$ cat config.mk
export PLATFORM = sky130hd
export DESIGN_NAME = fetch_unit
export DESIGN_NICKNAME = d
export VERILOG_FILES = /design/src/rtl/fetch_pkg.sv /design/src/rtl/fetch_out_reg.sv /design/src/rtl/fetch_unit.sv
export SDC_FILE = /design/constraint.sdc
export NUM_CORES = 1
export LEC_CHECK = 0
export CELL_PAD_IN_SITES_DETAIL_PLACEMENT = 2
export CELL_PAD_IN_SITES_GLOBAL_PLACEMENT = 2
export CORE_MARGIN = 2
export CORE_UTILIZATION = 29
export DETAILED_ROUTE_END_ITERATION = 12
export PLACE_DENSITY_LB_ADDON = 0.1
export SYNTH_ARGS = -nofsm -noshare
export SYNTH_HDL_FRONTEND = slang
export SYNTH_SLANG_ARGS = --single-unit
$ cat constraint.sdc
create_clock -name clk -period 2.5 [get_ports clk]
set_input_delay 0.5 -clock clk [delete_from_list [all_inputs] [get_ports clk]]
set_output_delay 0.5 -clock clk [all_outputs]
set_load 0.005 [all_outputs]
$ cat src/rtl/fetch_pkg.sv
// ---------------------------------------------------------------------------
// Module   : fetch_pkg
// Purpose  : Shared widths, reset default and state type for the fetch stage.
// Revision : 1.0
// ---------------------------------------------------------------------------
`default_nettype none

package fetch_pkg;

   localparam int unsigned INSTR_W = 32;
   localparam int unsigned ADDR_W  = 32;

   localparam logic [ADDR_W-1:0] DEFAULT_RESET_PC = '0;

   typedef enum logic [0:0] {
      FETCH_RUN  = 1'b0,
      FETCH_HALT = 1'b1
   } fetch_state_e;

endpackage : fetch_pkg

`default_nettype wire

$ cat src/rtl/fetch_out_reg.sv
// ---------------------------------------------------------------------------
// Module   : fetch_out_reg
// Purpose  : Valid/ready output slot holding one fetched instruction and its PC.
// Revision : 1.0
// ---------------------------------------------------------------------------
`default_nettype none

module fetch_out_reg
   import fetch_pkg::*;
(
   input  logic               clk,
   input  logic               rst_n,
   input  logic               load_i,
   input  logic               flush_i,
   input  logic               ready_i,
   input  logic [INSTR_W-1:0] instr_i,
   input  logic [ADDR_W-1:0]  pc_i,
   output logic               valid_o,
   output logic [INSTR_W-1:0] instr_o,
   output logic [ADDR_W-1:0]  pc_o
);

   logic               valid_q, valid_d;
   logic [INSTR_W-1:0] instr_q, instr_d;
   logic [ADDR_W-1:0]  pc_q,    pc_d;

   // Flush wins over load; an unloaded slot empties once decode takes it.
   always_comb begin
      valid_d = valid_q;
      instr_d = instr_q;
      pc_d    = pc_q;
      if (flush_i) begin
         valid_d = 1'b0;
      end else if (load_i) begin
         valid_d = 1'b1;
         instr_d = instr_i;
         pc_d    = pc_i;
      end else if (ready_i) begin
         valid_d = 1'b0;
      end
   end

   always_ff @(posedge clk or negedge rst_n) begin
      if (!rst_n) begin
         valid_q <= 1'b0;
         instr_q <= '0;
         pc_q    <= '0;
      end else begin
         valid_q <= valid_d;
         instr_q <= instr_d;
         pc_q    <= pc_d;
      end
   end

   assign valid_o = valid_q;
   assign instr_o = instr_q;
   assign pc_o    = pc_q;

endmodule : fetch_out_reg

`default_nettype wire

$ cat src/rtl/fetch_unit.sv
// ---------------------------------------------------------------------------
// Module   : fetch_unit
// Purpose  : Instruction fetch stage: PC, run/halt control, redirect handling
//            and issue counting. FETCH_ZERO_HALT_EN makes a zero word end fetch.
// Revision : 1.0
// ---------------------------------------------------------------------------
`default_nettype none

module fetch_unit
   import fetch_pkg::*;
#(
   parameter int unsigned       MEM_DEPTH = 64,
   parameter logic [ADDR_W-1:0] RESET_PC  = DEFAULT_RESET_PC
) (
   input  logic               clk,
   input  logic               rst_n,
   output logic [ADDR_W-1:0]  pc_o,
   input  logic [INSTR_W-1:0] instr_i,
   input  logic               redirect_valid_i,
   input  logic [ADDR_W-1:0]  redirect_pc_i,
   output logic               out_valid_o,
   input  logic               out_ready_i,
   output logic [INSTR_W-1:0] out_instr_o,
   output logic [ADDR_W-1:0]  out_pc_o,
   output logic               halted_o,
   output logic [31:0]        issue_count_o
);

   localparam logic [ADDR_W-1:0] MEM_LIMIT = ADDR_W'(MEM_DEPTH);

   fetch_state_e      state_q, state_d;
   logic [ADDR_W-1:0] pc_q, pc_d;
   logic              halted_q, halted_d;
   logic [31:0]       issue_cnt_q, issue_cnt_d;

   logic handshake;
   logic slot_free;
   logic in_range;
   logic zero_word;
   logic load;
   logic flush;

   assign handshake = out_valid_o && out_ready_i;
   assign slot_free = !out_valid_o || out_ready_i;
   assign in_range  = (pc_q < MEM_LIMIT);

`ifdef FETCH_ZERO_HALT_EN
   assign zero_word = (instr_i == '0);
`else
   assign zero_word = 1'b0;
`endif

   always_comb begin
      state_d     = state_q;
      pc_d        = pc_q;
      halted_d    = halted_q;
      load        = 1'b0;
      flush       = 1'b0;
      issue_cnt_d = handshake ? issue_cnt_q + 32'd1 : issue_cnt_q;

      // Redirect overrides run/halt; a same-cycle handshake is still counted above.
      if (redirect_valid_i) begin
         pc_d     = redirect_pc_i;
         flush    = 1'b1;
         state_d  = FETCH_RUN;
         halted_d = 1'b0;
      end else begin
         case (state_q)
            FETCH_RUN: begin
               if (!in_range) begin
                  state_d  = FETCH_HALT;
                  halted_d = 1'b1;
               end else if (slot_free) begin
                  if (zero_word) begin
                     state_d  = FETCH_HALT;
                     halted_d = 1'b1;
                  end else begin
                     load = 1'b1;
                     pc_d = pc_q + ADDR_W'(1);
                  end
               end
            end
            FETCH_HALT: begin
               state_d = FETCH_HALT;
            end
            default: begin
               state_d = FETCH_RUN;
            end
         endcase
      end
   end

   always_ff @(posedge clk or negedge rst_n) begin
      if (!rst_n) begin
         state_q     <= FETCH_RUN;
         pc_q        <= RESET_PC;
         halted_q    <= 1'b0;
         issue_cnt_q <= '0;
      end else begin
         state_q     <= state_d;
         pc_q        <= pc_d;
         halted_q    <= halted_d;
         issue_cnt_q <= issue_cnt_d;
      end
   end

   fetch_out_reg u_out_reg (
      .clk     (clk),
      .rst_n   (rst_n),
      .load_i  (load),
      .flush_i (flush),
      .ready_i (out_ready_i),
      .instr_i (instr_i),
      .pc_i    (pc_q),
      .valid_o (out_valid_o),
      .instr_o (out_instr_o),
      .pc_o    (out_pc_o)
   );

   assign pc_o          = pc_q;
   assign halted_o      = halted_q;
   assign issue_count_o = issue_cnt_q;

endmodule : fetch_unit

`default_nettype wire

# After elaboration in Yosys (flattened, before gate mapping)
# Index checks and enable logic that the tools add are counted.
[classes]
add_sub_neg = 2
order_cmp = 1
eq_ne = 2
n_mux = 18
bitwise_logic = 2
reduce_logical = 9
[ops]
columns = ["cell", "count"]
rows = [
  ["$mux 32", 4],
  ["$add 32x1->32 const B", 2],
  ["$lt 32x7->1 const B", 1],
  ["$mux 1", 13],
  ["$ne 2x2->1 const B", 2],
  ["$reduce_and 2->1", 2],
  ["$reduce_bool 2->1", 2],
  ["$reduce_and 3->1", 1],
  ["$reduce_bool 3->1", 1],
  ["$not 1->1", 2],
  ["$pmux 1 s2", 1],
  ["$logic_and 1x1->1", 1],
  ["$logic_not 1->1", 1],
  ["$logic_or 1x1->1", 1],
]
[totals]
regBits = 131
inputBits = 68
out_inout_bits = 130
word_cells = 41

# Logic depth before layout (Yosys ltp)
# Gate-level depths: netlist (run 1).
[depth]
word_depth = 8
mapped_depth = 7

# Cells and area by module
# From an unflattened synthesis (run 1), not the netlist that was laid out.
[unflattened]
hier_cells = 388
hier_area_um2 = 5781.8
[modules_own_cells]
columns = ["module", "instances", "cells_per_inst", "area_each_um2", "seq_area_each_um2"]
rows = [
  ["fetch_unit", 1, 248, 3040.4, 1651.6],
  ["fetch_out_reg", 1, 140, 2741.4, 1626.6],
]

# Least setup slack after synthesis (run 1)
# OpenSTA, ideal clock, no wires.
[synth_timing]
kind = "reg2reg"
from = "register pc_q[15] (netlist: pc_o[15])"
to = "register u_out_reg.pc_q[4] (netlist: u_out_reg.pc_o[4])"
setup_time_ns = 0.128
t_arrival_ns = 1.923
slack_ns = 0.449
stages_incl_launch_ff = 7
n_path_buf = 2
cell_sequence = "dfrtp_1 > or4_4 > nor3_2 > and3_1 > buf_6 > buf_6 > mux2_1"
[synth_via]
elab_chain_cells = 5
[synth_rtl]
columns = ["item", "line_no", "text"]
rows = [
  ["from (decl)", "fetch_unit.sv:32", "logic [ADDR_W-1:0] pc_q, pc_d;"],
  ["from (signal assigned)", "fetch_unit.sv:101", "pc_q <= pc_d;"],
  ["$lt 32x7->1", "fetch_unit.sv:45", "assign in_range = (pc_q < MEM_LIMIT);"],
  ["$mux 1", "fetch_unit.sv:70", "if (!in_range) begin"],
  ["$mux 1", "fetch_unit.sv:68", "case (state_q)"],
  ["$mux 1", "fetch_unit.sv:62", "if (redirect_valid_i) begin"],
  ["$reduce_and 2->1 (no line)", "-", ""],
  ["to (signal assigned)", "fetch_out_reg.sv:51", "pc_q <= pc_d;"],
  ["to (decl)", "fetch_out_reg.sv:25", "logic [ADDR_W-1:0] pc_q, pc_d;"],
]
# Every way passes these cells.
# A chain may end at the register's enable or synchronous reset.

# Final worst setup path (run 1)
[layout_timing]
from = "register pc_q[15] (netlist: pc_o[15])"
to = "register u_out_reg.instr_q[11] (netlist: u_out_reg.instr_o[11])"
[layout_via]
elab_chain_cells = 5
[layout_rtl]
columns = ["item", "line_no", "text"]
rows = [
  ["$lt 32x7->1", "fetch_unit.sv:45", ""],
  ["$mux 1", "fetch_unit.sv:70", ""],
  ["$mux 1", "fetch_unit.sv:68", ""],
  ["$mux 1", "fetch_unit.sv:62", ""],
  ["$reduce_and 2->1 (no line)", "-", ""],
  ["to (signal assigned)", "fetch_out_reg.sv:50", "instr_q <= instr_d;"],
  ["to (decl)", "fetch_out_reg.sv:24", "logic [INSTR_W-1:0] instr_q, instr_d;"],
]
# Every way passes these cells.

==> flow_summary_export.csv, run 1 <==
group,metric,value,unit
status,status,"complete, but fails checks",
status,violations,"DRC",
timing,period_needed,2.24,ns
timing,fin_skew,0.0127,ns
hold_path,hp-class,"input port to async pin",
drt,drtPass1Iterations,10,
pwr,p_int,3.85,mW
synthesis,yosys.area.top_type,"dfrtp_1",
global_routing,grt_pass1_wl,25.6,mm
synthesis,ys_types,39,
critical_path,path_buf_inv,1,
layout,diodes,0,
critical_path,r2r_start,"pc_o[15]",
timing,fin_ws,0.256,ns
critical_path,path_max_fanout,37,
clock_tree,postCtsSetupBuffers,0,
timing,setup_viol,0,
synthesis,seq_area_frac_synth,0.611,
critical_path,startpoint,"pc_o[15]",
global_routing,grt_start_max_net_pins,68,
drt,wl,15.6,mm
floorplan,die_x,140,um
clock_tree,clock-sinks,131,
global_routing,grt_use_total,0.167,
clock_tree,clock_latency,0.42,ns
timing,slew_headroom,0.551,
synthesis,synth_area,0.00537,mm2
layout,layout-drive-gt1-share,0.190,
timing,rsz0062_at_grt,"false",
layout,layoutNonFillerInstCount,840,
synthesis,avgSynthCellArea,13.9,um2
timing,drv_slew,0,
timing,hold_violations,0,
synthesis,ys_warn_count,0,
floorplan,io-pin-count,198,
clock_tree,cts.clk_slew.worst_paths,0.06,ns
layout,multi_input_area,0.00197,mm2
drt,routedWlPerCell,18.6,um
layout,final_cell_mix,"clkdlybuf4s50_1, dfrtp_1, mux2_2",
critical_path,crit_path_end_kind,"flop",
clock_tree,ctsLongestPathBuffers,2,
clock_tree,ctsResizeCount,0,
synthesis,synth_cells,386,
floorplan,fp.dieH,140,um
pwr,p_comb_frac,0.078,
timing,fmax,446,MHz
layout,nets,668,
critical_path,path_cells,"or4_4, nor3_2, and3_2, buf_12, mux2_2",
pwr,switching_share,0.240,
pwr,pwr-share-seq,0.441,
drt,vias_per_cell,4.73,
critical_path,max_stage_delay,0.58,ns
pwr,switchingPower,1.22,mW
synthesis,ys_ff_latch,131,
clock_tree,cts_made_buffers,17,
clock_tree,cts_tree,"built",
floorplan,core_area,0.0181,mm2
clock_tree,htreeDepth,4,
drt,vias,3976,
job,drv_cap,0,
placed_design,place.gp.congestion,0.717,
pwr,cellPowerDensity,616,mW/mm2
floorplan,die-area,0.0196,mm2
timing,hold_ws,0.0812,ns
global_routing,grt-ovfl-total,0,
floorplan,core.rowCount,49,
pwr,vdd.ir_drop.worst,457,uV
critical_path,slowest_stage,"or4_4",
layout,final_common_cell,"clkdlybuf4s50_1",
critical_path,path_class,"flop to flop",
synthesis,syn_nets,456,
synthesis,synth_area_leaders,"dfrtp_1, mux2_2, mux2_4",
critical_path,critPathArrivalTime,2.53,ns
drt,ant_nets,0,
synthesis,synth_top_cell_area_share,0.611,
placed_design,dp.cells,808,
layout,utilization,0.455,
timing,worst_slew_pin_slew,0.673,ns
critical_path,crit_family,"simple AND/OR/NAND/NOR gates",
layout,regArea,0.00328,mm2
global_routing,antenna_found_initial,2,
critical_path,start_kind,"flop",
timing,fin_tns_setup,0,ns
placed_design,port-buffer-count,197,
placed_design,dp_worst_setup_slack,0.0984,ns
floorplan,initial_utilization,0.297,
placed_design,dp.final_hpwl,11.3,mm
clock_tree,cts-root-buf,"clkbuf_16",
drt,drt_iter0_markers,132,
layout,n_fill_cell,1764,
clock_tree,ctsHoldBuffers,0,
drt,drc,18,
pwr,p_leak,3.57,nW
pwr,power_frac_clock,0.482,
layout,area_delta_synth_final,53.2,%
critical_path,required,2.79,ns
global_routing,grt_pass1_vias,4598,
timing,fin_crit_sh,0.898,
==> layer usage <==
layer / track usage / part of all wire / vias up / wire [um]
li1: - / - / 1799 / -
met1: 0.205 / 0.41 / 2019 / 6490
met2: 0.274 / 0.49 / 144 / 7620
met3: 0.0759 / 0.090 / 12 / 1400
met4: 0.0356 / 0.0079 / 2 / 123
met5: 0 / 0.00077 / - / 12
==> state kept, by name (all words and copies together), names as in the netlist <==
signal	count
u_out_reg.valid_o	1
state_q	1
u_out_reg.pc_o	32
halted_o	1
pc_o	32
u_out_reg.instr_o	32
issue_count_o	32
==> cells by family after synthesis <==
group,synth area share
compound gates,0.0196
xor+xnor,0.0506
fa+ha+maj,0.00466
buf+inv,0.0228
flops,0.611
mux,0.150
simple gates,0.141
==> worst register-to-register path, delay by kind of cell, from the launching register on <==
kind	cells	cell delay, ns
multiplexers	1	0.39
buffers and inverters	1	0.24
AND/OR/NAND/NOR	3	1.10
flip-flops	1	0.39
==> Yosys cell counts <==
master,count
nor4_2,1
a22oi_1,2
a31oi_1,1
nor3_2,2
and4_1,9
o311ai_0,2
buf_4,1
nand4_1,22
and2_1,3
dfrtp_1,131
or4_1,1
or3_1,1
and3_1,7
clkbuf_1,9
mux2_2,42
nor4_1,5
nor3b_1,2
nand3_1,13
or4_4,2
ha_1,2
o21a_1,2
clkbuf_2,1
nor3_1,5
a31o_2,1
a21oi_1,2
buf_12,2
xnor2_1,27
nand2_1,12
o31ai_1,3
buf_2,2
a221o_1,1
mux2_1,3
inv_1,1
xor2_1,4
mux2_4,20
nor2_1,9
nor2b_1,30
buf_6,2
or2_2,1
==> final cells by class <==
| class | count | share of cell area |
|---|---|---|
| tap | 229 | 0.0348 |
| inverter | 1 | 0.000456 |
| sequential | 131 | 0.399 |
| timing repair buffer | 210 | 0.256 |
| clock inverter | 14 | 0.0170 |
| multi-input combinational | 237 | 0.239 |
| clock buffer | 18 | 0.0534 |
==> power groups by stage <==
stage / registers (mW) / logic [mW] / clock network, mW
2_1_floorplan: 2.26 / 0.0987 / 0
3_3_place_gp: 2.27 / 0.392 / 0
3_5_place_dp: 2.27 / 0.401 / 0
4_1_cts: 2.23 / 0.404 / 2.52
5_1_grt: 2.24 / 0.430 / 2.63
6_report: 2.23 / 0.393 / 2.44
==> worst paths after layout <==
kind                       cells past startpoint  slack [ns]                    end
setup reg to reg                               5        0.26  u_out_reg.instr_o[11]
max in group asynchronous                      2        1.67  u_out_reg.instr_o[18]
hold / removal                                 1        0.08     u_out_reg.pc_o[25]
hold reg to reg                                1        0.49      u_out_reg.pc_o[3]
min in group clk                               1        0.49      u_out_reg.pc_o[3]
setup / recovery                               5        0.26  u_out_reg.instr_o[11]
==> metrics by stage <==
stage	power (mW)	cell area, um2
floorplan	2.36	5370
global placement	2.66	7640
detailed placement	2.67	7640
CTS	5.16	8220
global route	5.31	8220
finish	5.07	8220
Power figures use the tool's default switching activity.
==> run 2, diff against run 1 <==
CORE_UTILIZATION = 40   (was 29)
DONT_BUFFER_PORTS = 1   (was not set)
==> run 2 against run 1 <==
  * The flow finishes with violations (hold timing)
  * Via count is 19% lower
  * Count of clock-buffer cells in the layout is 4 higher
  * Register-to-register slack worse by 0.04 ns
  * Clock power is 3% lower
  * Clock skew is 0.0071 ns lower
  * Critical path depth stayed put
  * Utilization is 0.82 points higher
  * Non-clock buffer count is 202 lower
  * Cell count is 30% lower
  * Sequential cell count stayed put
  * Combinational power is 74% lower
  * Largest cell class unchanged
==> flow_summary_export.csv, run 2 (synthesis gave the netlist of run 1 again) <==
group,metric,value,unit
global_routing,grt_pass1_wl,21.0,mm
pwr,p_comb_frac,0.022,
drt,vias_per_cell,5.50,
pwr,cellPowerDensity,774,mW/mm2
status,violations,"hold timing",
timing,slew_headroom,0.722,
timing,period_needed,2.29,ns
pwr,p_leak,2.81,nW
timing,rsz0062_at_grt,"false",
critical_path,path_max_fanout,50,
clock_tree,cts.clk_slew.worst_paths,0.06,ns
floorplan,core_area,0.0132,mm2
layout,fin_area,0.00610,mm2
global_routing,grt_use_total,0.190,
critical_path,path_cells,"or4_4, nor3_2, and3_2, buf_12, mux2_2",
pwr,switchingPower,995,uW
drt,top_layer,"met4",
critical_path,path_class,"flop to flop",
timing,setup_viol,0,
clock_tree,clock_latency,0.41,ns
global_routing,antenna_found_initial,0,
drt,wl_met3,1.31,mm
clock_tree,ctsLongestPathBuffers,2,
critical_path,slowest_stage,"or4_4",
layout,nets,466,
floorplan,core.rowCount,42,
pwr,switching_share,0.211,
critical_path,required,2.79,ns
clock_tree,cts_made_buffers,17,
drt,wl_met1,4.86,mm
placed_design,place.gp.congestion,0.701,
clock_tree,cts-root-buf,"clkbuf_16",
drt,drt_iter0_markers,153,
placed_design,placed_cell_area,0.00554,mm2
floorplan,die-area,0.0144,mm2
timing,worst_slew_pin_slew,0.414,ns
floorplan,io-pin-count,198,
drt,drtPass1Iterations,4,
timing,fmax,437,MHz
drt,ant_nets,0,
drt,wl,12.9,mm
clock_tree,ctsResizeCount,0,
timing,fin_crit_sh,0.914,
layout,final_common_cell,"dfrtp_1",
floorplan,initial_utilization,0.407,
pwr,pwr-share-seq,0.476,
drt,routedWlPerCell,22.0,um
placed_design,port-buffer-count,0,
critical_path,max_stage_delay,0.58,ns
pwr,vdd.ir_drop.worst,408,uV
clock_tree,clock-sinks,131,
layout,utilization,0.463,
layout,layout-drive-gt1-share,0.259,
drt,drc,0,
timing,hold_violations,131,
critical_path,path_buf_inv,1,
clock_tree,cts_tree,"built",
global_routing,grt_pass1_vias,3772,
pwr,power_frac_clock,0.502,
clock_tree,htreeDepth,4,
placed_design,dp.final_hpwl,8.86,mm
job,drv_cap,0,
clock_tree,postCtsSetupBuffers,0,
layout,final_cell_mix,"dfrtp_1, mux2_2, nor2b_1",
timing,fin_skew,0.00564,ns
global_routing,grt-ovfl-total,0,
hold_path,hp-class,"input port to async pin",
drt,vias,3216,
floorplan,die_x,120,um
layout,diodes,0,
pwr,power,4.72,mW
floorplan,fp.dieH,120,um
timing,fin_tns_setup,0,ns
timing,drv_slew,0,
layout,area_delta_synth_final,13.8,%
timing,hold_ws,-0.219,ns
drt,wl_met2,6.51,mm
critical_path,critPathArrivalTime,2.58,ns
status,status,"complete, but fails checks",
global_routing,grt_start_max_net_pins,132,
critical_path,start_kind,"flop",
pwr,p_int,3.73,mW
critical_path,crit_path_end_kind,"flop",
critical_path,crit_family,"simple AND/OR/NAND/NOR gates",
run 2: worst paths after layout:
path                                    from              endpoint  slack [ns]  cells after the start
max in group asynchronous              rst_n     u_out_reg.pc_o[3]        2.53                      0
setup reg to reg                    pc_o[15]  u_out_reg.instr_o[8]        0.21                      5
min in group clk            redirect_valid_i               state_q        0.15                      1
hold / removal                         rst_n    u_out_reg.pc_o[21]       -0.22                      0
setup / recovery                    pc_o[15]  u_out_reg.instr_o[8]        0.21                      5
hold reg to reg            issue_count_o[31]     issue_count_o[31]        0.50                      1
run 2: power groups by stage:
stage / registers, mW / clock network, mW / logic (mW)
after floorplan: 2.26 / 0 / 0.0987
after global placement: 2.29 / 0 / 0.100
after detailed placement: 2.29 / 0 / 0.104
after CTS: 2.25 / 2.42 / 0.105
after global routing: 2.26 / 2.51 / 0.116
final: 2.25 / 2.37 / 0.103
run 2: area by class of cell:
class	instances	area (um2)
fillers	1266	7090
flip-flops and latches	131	3280
multi-input cells	237	1970
clock buffers	22	454
well taps	176	220
clock inverters	10	109
repair buffers	8	72.6
inverters	1	3.75
run 2: stage by stage:
step / hold WS, ns / instances / worst slack (ns)
floorplan: 0.204 / 386 / 0.449
global placement: 0.207 / 553 / 0.308
detailed placement: 0.207 / 553 / 0.235
CTS: -0.238 / 585 / 0.213
global route: -0.247 / 585 / 0.136
finish: -0.219 / 585 / 0.214
run 2: worst register-to-register path, stage by stage, from the launching register on:
cell and delay, ns:
dfrtp_1 0.41, or4_4 0.58, nor3_2 0.23, and3_2 0.26, buf_12 0.26, mux2_2 0.42
run 2: metal layers:
layer,GRT usage,vias up
met5,0,-
met4,0.0794,0
met3,0.0860,18
met2,0.313,145
met1,0.213,1661
li1,-,1392
==> run 3, diff against run 2 <==
==> constraint.sdc (replaced) <==
create_clock -name clk -period 2.5 [get_ports clk]
set_input_delay 0.25 -clock clk [delete_from_list [all_inputs] [get_ports clk]]
set_output_delay 0.25 -clock clk [all_outputs]
set_load 0.005 [all_outputs]
==> run 3 against run 2 <==
  * The run still ends with hold timing left
  * Cell count up 10%
  * Critical endpoint is now u_out_reg.instr_o[10]
  * Total power increased by 2.3%
  * Utilization increased by 4.7 points
  * Fmax is 1.2% lower
  * Sequential cell count unchanged
==> flow_summary_export.csv, run 3 (synthesis gave the netlist of run 1 again) <==
group,metric,value,unit
floorplan,core.rowCount,42,
pwr,p_int,3.79,mW
drt,wl,14.9,mm
global_routing,met2_usage,0.371,
status,status,"complete, but fails checks",
timing,hold_violations,131,
placed_design,dp.final_hpwl,8.86,mm
timing,setup_viol,0,
layout,utilization,0.510,
pwr,p_leak,3.07,nW
clock_tree,cts_made_buffers,17,
floorplan,initial_utilization,0.407,
global_routing,grt_pass1_wl,23.8,mm
timing,period_needed,2.31,ns
clock_tree,ctsResizeCount,0,
layout,final_common_cell,"dfrtp_1",
timing,rsz0062_at_grt,"false",
critical_path,path_class,"flop to flop",
timing,fin_crit_sh,0.925,
clock_tree,clock_latency,0.41,ns
clock_tree,ctsHoldBuffers,61,
global_routing,groute.layer.met3.usage,0.0870,
drt,vias,3484,
clock_tree,cts_tree,"built",
clock_tree,htreeDepth,4,
placed_design,port-buffer-count,0,
critical_path,critPathArrivalTime,2.60,ns
status,violations,"hold timing",
clock_tree,ctsLongestPathBuffers,2,
drt,routedWlPerCell,23.1,um
clock_tree,cts-root-buf,"clkbuf_16",
clock_tree,clock-sinks,131,
floorplan,core_area,0.0132,mm2
floorplan,io-pin-count,198,
floorplan,die-area,0.0144,mm2
layout,area_delta_synth_final,25.3,%
drt,vias_per_cell,5.39,
drt,drt_iter0_markers,138,
floorplan,fp.dieH,120,um
timing,worst_slew_pin_slew,0.414,ns
global_routing,grt_start_max_net_pins,132,
critical_path,start_kind,"flop",
pwr,cellPowerDensity,718,mW/mm2
critical_path,crit_path_end_kind,"flop",
layout,final_cell_mix,"dfrtp_1, dlygate4sd3_1, mux2_2",
clock_tree,cts.clk_slew.worst_paths,0.06,ns
timing,fin_tns_setup,0,ns
timing,drv_slew,0,
pwr,pwr-share-seq,0.466,
global_routing,busiest_layer,"met2",
placed_design,dp.cells,553,
timing,slew_headroom,0.721,
layout,layoutNonFillerInstCount,646,
hold_path,hp-class,"input port to async pin",
job,drv_cap,0,
pwr,p_comb_frac,0.041,
clock_tree,postCtsSetupBuffers,0,
timing,fmax,432,MHz
layout,nets,527,
drt,ant_nets,0,
global_routing,use_met1,0.249,
placed_design,place.gp.congestion,0.701,
layout,diodes,0,
global_routing,grt-ovfl-total,0,
global_routing,grt_pass1_vias,4039,
pwr,vdd.ir_drop.worst,400,uV
drt,drtPass1Iterations,3,
global_routing,antenna_found_initial,0,
drt,drc,0,
pwr,switching_share,0.215,
global_routing,grt_use_total,0.218,
critical_path,path_max_fanout,50,
layout,layout-drive-gt1-share,0.228,
critical_path,required,2.79,ns
timing,fin_skew,0.00728,ns
timing,hold_ws,-0.469,ns
floorplan,die_x,120,um
pwr,switchingPower,1.04,mW
pwr,power_frac_clock,0.493,
==> run 3: changes by cell type in the layout (fill, tap and decap cells not counted) <==
cell and delta:
dlygate4sd3_1 +60, buf_12 +1
==> run 3: path summary, 6_finish.rpt <==
kind	startpoint	end	slack, ns	depth (start not counted)
worst max-delay path	pc_o[15]	u_out_reg.instr_o[10]	0.19	5
worst min-delay path	rst_n	u_out_reg.pc_o[21]	-0.47	0
worst max register to register	pc_o[15]	u_out_reg.instr_o[10]	0.19	5
worst min register to register	issue_count_o[25]	issue_count_o[25]	0.53	1
max in group asynchronous	rst_n	issue_count_o[0]	2.80	0
min in group clk	redirect_pc_i[4]	pc_o[4]	0.02	2
==> run 3: critical path: stages (launching register included) <==
cell and delay [ns]:
dfrtp_1 0.41, or4_4 0.58, nor3_2 0.22, and3_2 0.26, buf_12 0.26, mux2_2 0.41
==> run 3: power groups by stage <==
| stage | Clock, mW | Combinational [mW] | Sequential [mW] |
|---|---|---|---|
| 2_1_floorplan | 0 | 0.0987 | 2.26 |
| 3_3_place_gp | 0 | 0.100 | 2.29 |
| 3_5_place_dp | 0 | 0.104 | 2.29 |
| 4_1_cts | 2.42 | 0.192 | 2.25 |
| 5_1_grt | 2.53 | 0.215 | 2.26 |
| 6_report | 2.38 | 0.197 | 2.25 |
==> run 3: metal layers <==
layer	share of wire	wire, um
met3	0.088	1320
met4	0.014	214
met5	0	0
met1	0.39	5780
met2	0.51	7610
==> run 3: per-stage QoR <==
step	cell area [um2]	power, mW	setup slack, ns
2_1_floorplan	5370	2.36	0.449
3_3_place_gp	5540	2.39	0.308
3_5_place_dp	5540	2.39	0.235
4_1_cts	6730	4.87	0.213
5_1_grt	6730	5.00	0.102
6_report	6730	4.83	0.187
==> run 3: layout make-up <==
type,count,area (um2)
clock buffers,22,454
clock inverters,10,109
repair buffers,69,693
inverters,1,3.75
multi-input cells,237,1970
fillers,1213,6460
flip-flops and latches,131,3280
well taps,176,220
